### src/rtl/alu_issue_unit.sv
// Sequential issue front end for the combinational alu: registers one request, holds the alu
// inputs for a fixed settle time, captures result/flags and returns them on a response channel.
module alu_issue_unit #(
  parameter int unsigned WIDTH         = 32,
  parameter int unsigned SEL_W         = 4,
  parameter int unsigned SETTLE_CYCLES = 1
) (
  input  logic             i_clk,
  input  logic             i_rst_n,
  input  logic             i_req_valid,
  output logic             o_req_ready,
  input  logic [SEL_W-1:0] i_req_select,
  input  logic [WIDTH-1:0] i_req_a,
  input  logic [WIDTH-1:0] i_req_b,
  output logic [SEL_W-1:0] o_alu_select,
  output logic [WIDTH-1:0] o_alu_a,
  output logic [WIDTH-1:0] o_alu_b,
  input  logic [WIDTH-1:0] i_alu_out,
  input  logic             i_alu_z,
  input  logic             i_alu_n,
  output logic             o_rsp_valid,
  input  logic             i_rsp_ready,
  output logic [WIDTH-1:0] o_rsp_result,
  output logic             o_rsp_z,
  output logic             o_rsp_n,
  output logic             o_flag_z,
  output logic             o_flag_n,
  output logic             o_busy,
  output logic [15:0]      o_op_count
);

  typedef enum logic [1:0] {StIdle, StDrive, StHold} state_e;

  localparam logic [3:0] CntInit = 4'(SETTLE_CYCLES - 1);

  state_e             r_state;
  state_e             w_state_next;
  logic [3:0]         r_cnt;
  logic [SEL_W-1:0]   r_alu_select;
  logic [WIDTH-1:0]   r_alu_a;
  logic [WIDTH-1:0]   r_alu_b;
  logic [WIDTH-1:0]   r_rsp_result;
  logic               r_rsp_z;
  logic               r_rsp_n;
  logic               r_flag_z;
  logic               r_flag_n;
  logic [15:0]        r_op_count;
  logic               w_accept;
  logic               w_capture;

  assign w_accept  = i_req_valid && (r_state == StIdle);
  assign w_capture = (r_state == StDrive) && (r_cnt == 4'd0);

  always_ff @(posedge i_clk or negedge i_rst_n) begin
    if (!i_rst_n) begin
      r_state <= StIdle;
    end else begin
      r_state <= w_state_next;
    end
  end

  always_comb begin
    w_state_next = r_state;
    unique case (r_state)
      StIdle:  if (i_req_valid) w_state_next = StDrive;
      StDrive: if (r_cnt == 4'd0) w_state_next = StHold;
      StHold:  if (i_rsp_ready) w_state_next = StIdle;
      default: w_state_next = StIdle;
    endcase
  end

  // Handshake outputs decode state only, so there is no combinational input-to-output path.
  always_comb begin
    o_req_ready = (r_state == StIdle);
    o_rsp_valid = (r_state == StHold);
    o_busy      = (r_state != StIdle);
  end

  always_ff @(posedge i_clk or negedge i_rst_n) begin
    if (!i_rst_n) begin
      r_cnt        <= 4'd0;
      r_alu_select <= '0;
      r_alu_a      <= '0;
      r_alu_b      <= '0;
      r_rsp_result <= '0;
      r_rsp_z      <= 1'b0;
      r_rsp_n      <= 1'b0;
      r_flag_z     <= 1'b0;
      r_flag_n     <= 1'b0;
      r_op_count   <= 16'd0;
    end else begin
      if (w_accept) begin
        r_alu_select <= i_req_select;
        r_alu_a      <= i_req_a;
        r_alu_b      <= i_req_b;
        r_cnt        <= CntInit;
      end else if ((r_state == StDrive) && (r_cnt != 4'd0)) begin
        r_cnt <= r_cnt - 4'd1;
      end
      if (w_capture) begin
        r_rsp_result <= i_alu_out;
        r_rsp_z      <= i_alu_z;
        r_rsp_n      <= i_alu_n;
        r_flag_z     <= i_alu_z;
        r_flag_n     <= i_alu_n;
        r_op_count   <= r_op_count + 16'd1;
      end
    end
  end

  assign o_alu_select = r_alu_select;
  assign o_alu_a      = r_alu_a;
  assign o_alu_b      = r_alu_b;
  assign o_rsp_result = r_rsp_result;
  assign o_rsp_z      = r_rsp_z;
  assign o_rsp_n      = r_rsp_n;
  assign o_flag_z     = r_flag_z;
  assign o_flag_n     = r_flag_n;
  assign o_op_count   = r_op_count;

endmodule

### config.mk
export PLATFORM = sky130hd
export DESIGN_NAME = alu_issue_unit
export DESIGN_NICKNAME = d
export VERILOG_FILES = /design/src/rtl/alu_issue_unit.sv
export SDC_FILE = /design/constraint.sdc
export NUM_CORES = 1
export LEC_CHECK = 0
export BUFFER_PORTS_ARGS = -buffer_cell sky130_fd_sc_hd__buf_2
export CELL_PAD_IN_SITES_DETAIL_PLACEMENT = 0
export CELL_PAD_IN_SITES_GLOBAL_PLACEMENT = 1
export CORE_MARGIN = 10
export CORE_UTILIZATION = 36
export CTS_BUF_LIST = sky130_fd_sc_hd__clkbuf_4 sky130_fd_sc_hd__clkbuf_8
export DETAILED_ROUTE_END_ITERATION = 7
export GPL_TIMING_DRIVEN = 0
export PLACE_DENSITY_LB_ADDON = 0.08
export SLEW_MARGIN = 20
export SYNTH_ARGS = -nofsm -noshare
export SYNTH_HDL_FRONTEND = slang
export SYNTH_SLANG_ARGS = --single-unit
### constraint.sdc
create_clock -name i_clk -period 2.3 [get_ports i_clk]
set_clock_uncertainty 0.1 [all_clocks]
set_input_delay 0 -clock i_clk [delete_from_list [all_inputs] [get_ports i_clk]]
set_output_delay 0 -clock i_clk [all_outputs]
set_load 0.02 [all_outputs]
# Word level (Yosys, flattened, before mapping)
# Cells that the tools add are included.
[word_totals] reg_bits=124 input_bits=106 output_inout_bits=123
[classes] addsub=2 eq_ne=5 mux=6 reduce_logical=9
[ops] operator="16-bit by 1-bit adder with 16-bit output (second input constant)" count=1
[ops] operator="4-bit 2-to-1 mux" count=2
[ops] operator="2-bit 2-to-1 mux" count=3
[ops] operator="2-bit one-hot mux with 3 select lines" count=1
[ops] operator="4-bit logical NOT" count=1
[ops] operator="2-bit inequality test (second input constant)" count=2
[ops] operator="2-bit nonzero test" count=2
[ops] operator="4-bit nonzero test" count=1
[ops] operator="4-bit by 1-bit subtractor with 4-bit output (second input constant)" count=1
[ops] operator="1-bit logical AND" count=3
[ops] operator="3-bit AND reduction" count=1
[ops] operator="2-bit by 1-bit == test with 1-bit output (second input constant)" count=1
[ops] operator="2-bit == test (second input constant)" count=1
[ops] operator="2-bit logical NOT" count=1
[ops] operator="2-bit by 1-bit inequality test with 1-bit output (second input constant)" count=1

# Longest topological paths before layout
[depth] word_depth=4 mapped_depth=8 ltp_nobuf=6

# Worst setup path after synthesis
# Ideal clock, no wire load.
[synth_path] kind="register -> register" from="register r_state[1]" to="register r_alu_a[0] (netlist: o_alu_a[0])" setup_ns=0.125 arrival_time_ns=1.640 required_time_ns=2.075 path_slack_ns=0.435 path_stages_with_launch=6 period_less_slack_ns=1.865 path_cell_list="dfrtp_1 > nor2_1 > and2_1 > buf_2 > buf_2 > mux2_2"
[synth_via] elab_chain_len=2
[synth_rtl] item="start, declared" line="36" text="state_e r_state;"
[synth_rtl] item="start signal, assigned" line="56" text="r_state <= StIdle;"
[synth_rtl] item="start signal, assigned" line="58" text="r_state <= w_state_next;"
[synth_rtl] item="2-bit logical NOT"
[synth_rtl] item="via o_req_ready" line="11" text="output logic o_req_ready,"
[synth_rtl] item="1-bit logical AND" line="51" text="assign w_accept = i_req_valid && (r_state == StIdle);"
[synth_rtl] item="end signal, assigned" line="94" text="r_alu_a <= i_req_a;"
[synth_rtl] item="end, declared" line="40" text="logic [WIDTH-1:0] r_alu_a;"
# The timed path passes the listed nets, and every way through them passes these cells.
# A chain may end at the register's enable or synchronous reset.

# Worst setup path after layout
[layout_path] from="register r_cnt[0]" to="register r_rsp_result[13] (netlist: o_rsp_result[13])"
[layout_via] elab_chain_len=2
[layout_rtl] item="start, declared" line="38" text="logic [3:0] r_cnt;"
[layout_rtl] item="start signal, assigned" line="96" text="r_cnt <= CntInit;"
[layout_rtl] item="start signal, assigned" line="98" text="r_cnt <= r_cnt - 4'd1;"
[layout_rtl] item="4-bit logical NOT" line="52" text="assign w_capture = (r_state == StDrive) && (r_cnt == 4'd0);"
[layout_rtl] item="1-bit logical AND" line="52"
[layout_rtl] item="end signal, assigned" line="101" text="r_rsp_result <= i_alu_out;"
[layout_rtl] item="end, declared" line="42" text="logic [WIDTH-1:0] r_rsp_result;"
# Every way passes these cells.

==> results.md <==
- Placed inst area: about 0.0062 mm²
- Post-Place Setup Slack: 0.117 ns
- Commonest non-fill, non-tap cells in the layout: buf_2 (238), dfrtp_1 (124), nand2_1 (110)
- Cell-internal power: 0.00613 W
- F_max: 478 MHz
- Crit path time final: 2.09 ns
- Leakage: just under 4 nW
- Iter 0 DRT Violations: 158
- Final period util: around 91%
- Worst hold path type: in2async
- Clock Path Buffers: 2
- Detail Placement HPWL: 10,400 µm
- Worst slew pin tran: 0.482 ns
- All-Layer GR Usage: 15.8%
- Final Hold Viols: 0
- Total gr overflow: 0
- Sw frac: 40.2%
- WS Path Type: reg2reg
- Post-CTS Setup Repair Bufs: 0
- Yosys reg bits: 124
- Vias in the first global route: 4,476
- H-tree Lvls: 4
- Layout cells sized above 1: 46.6%
- GP Congestion: around 0.75
- CTS root buf: clkbuf_8
- YS warnings: 0
- Via count: 4,088
- CP required: 2.55 ns
- Die Area: 0.0185 mm²
- Post-route ant nets: 0
- Clock latency on the worst-skew pair: 0.42 ns
- Crit path launch type: flip-flop
- Utilization after layout: 58.3%
- DR WL/cell: 15.7 µm
- R2R setup slack: 0.21 ns
- Element type at the critical path end: flip-flop
- Clock Pin Slew Worst Setup and Hold Paths: 0.07 ns
- Syn_area_per_cell: 12.5 µm²
- Initial Utilization: 36.7%
- Num CTS Buffers: 17
- CTS tree: done
- Final Cell Area: 0.00769 mm²
- PD cells: 1330 mW/mm²
- Fin. max-slew vios: 0
- Count of cell types in the netlist: 26
- Register area share after synthesis: 64.1%
- Nets@finish: 849
- Routed wire length: 14,600 µm
- NetSw: roughly 0.0041 W
- Rel. slew slack: 67.9%
- Vias per inst: 4.41
- Max-Cap Viols: 0
- # clock sinks: 124
- CP arrival: 2.34 ns
- Met3 Resource Use GR: ~6.7%
- Post-Syn Instances: 387
- Syn nets: 496
- Drt first pass iters: 4
- GR Util met1: 17.3%
- Initial antenna violation count: 0
- Most Crowded Layer GR: met2
- Comb power frac: 46.0%
- Reg power frac: 36.0%
- Netlist Area Pre-Place: 0.00484 mm²
- Layout area overhead: 58.9%
- Met2 Track Usage GR: 26.3%
- Port buffer count: ~230
- I/O pin count: 229
- CP Max Fanout: 10
- Die Y: 136 µm
- Die width: 136 µm
- RSZ-0062 raised after global routing: false
- Cell row count: 42
- Final worst slack: 0.208 ns
- # diodes: 0
- Status: complete, no violations
- First-pass GRT wire length: 23,200 µm
- Largest net degree at the start of global routing: slightly below 80
- Clock power frac: between 15 and 20%
- Peak supply drop: a little over 0.6 mV
- Core Box Area: 0.0132 mm²
- DR DRC count: 0
- Final setup vio count: 0
- Commonest non-fill, non-tap cell in the layout: buf_2
==> per-layer routing <==
layer	routed length [µm]	vias up
met5	0	-
met4	243	0
met3	1350	16
met2	7240	143
met1	5750	1949
li1	-	1980
==> flip-flops by register name, summed over array words and instances (netlist names), 2 cells and up <==
| signal | flops |
|---|---|
| o_alu_a | 32 |
| o_alu_b | 32 |
| o_alu_select | 4 |
| o_op_count | 16 |
| o_rsp_result | 32 |
| r_cnt | 4 |
| r_state | 2 |
==> synth_stat cells <==
cell type,count,area [µm²]
dfrtp_1,124,3100
nand2_1,110,413
mux2_2,69,777
buf_2,11,55.1
xor2_1,10,87.6
nand3_1,9,45.0
nor2_1,9,33.8
xnor2_1,8,70.1
inv_1,5,18.8
clkbuf_1,4,15.0
nand4_1,4,25.0
nor4_1,4,25.0
ha_1,3,37.5
and2_1,2,12.5
and3_1,2,12.5
buf_4,2,15.0
nor3_1,2,10.0
nand2b_1,1,6.26
nor2_2,1,6.26
nor2b_1,1,6.26
nor3b_2,1,12.5
nor4b_4,1,23.8
o21ai_0,1,5.00
or2_2,1,6.26
or2b_2,1,8.76
or3b_4,1,11.3
==> timing repair <==
action,in CTS,in global routing
endpoints found under the setup margin,0,3
resized for setup,0,4
hold buffers,105,0
endpoints found under the hold margin,227,0
==> worst max-delay path, stage by stage (launching register included) <==
cell,delay [ns]
dfrtp_1,0.40
inv_1,0.09
ha_1,0.15
or3b_4,0.42
nor2_2,0.37
buf_2,0.31
nand2_1,0.09
nand2_1,0.08
==> cell families after synthesis <==
family          after synthesis  share of synthesized area, %
xor+xnor                     18                          3.26
mux                          69                          16.0
simple gates                150                          13.6
fa+ha+maj                     3                         0.775
flops                       124                          64.1
compound gates                1                         0.103
buf+inv                      22                          2.14
==> through the flow <==
step	std cells	TNS (ns)	power (W)	hold WS (ns)
6_report	927	0	0.0103	0.0299
3_5_place_dp	792	0	0.00834	-0.174
4_1_cts	927	0	0.0104	0.00181
2_1_floorplan	387	0	0.00664	-0.396
3_3_place_gp	791	-63.62	0.00824	0.0911
5_1_grt	927	0	0.0110	0.0288
==> path summary, 6_finish.rpt <==
kind	startpoint	endpoint	cells after the start
worst max register to register	r_cnt[0]	o_rsp_result[13]	7
max in group asynchronous	i_rst_n	o_alu_a[9]	3
worst min register to register	o_rsp_result[24]	o_rsp_result[24]	2
min in group i_clk	i_req_valid	o_alu_a[8]	4
worst min-delay path	i_rst_n	o_op_count[6]	3
worst max-delay path	r_cnt[0]	o_rsp_result[13]	7
==> cell type report <==
type	instances	area (µm²)
fill	1115	5500
sequential	124	3100
timing repair buffer	334	2250
multi-input combinational	241	1640
clock buffer	22	290
tap	176	220
clock inverter	8	92.6
buffer	17	87.6
inverter	5	18.8
==> power by group through the flow <==
stage	clock network, W	logic, W	registers (W)
global route	0.00201	0.00513	0.00382
detailed placement	0	0.00463	0.00371
global placement	0	0.00458	0.00366
finish	0.00185	0.00472	0.00369
CTS	0.00193	0.00478	0.00368
floorplan	0	0.00176	0.00487
Note: power is estimated with default switching activity, not from simulation.
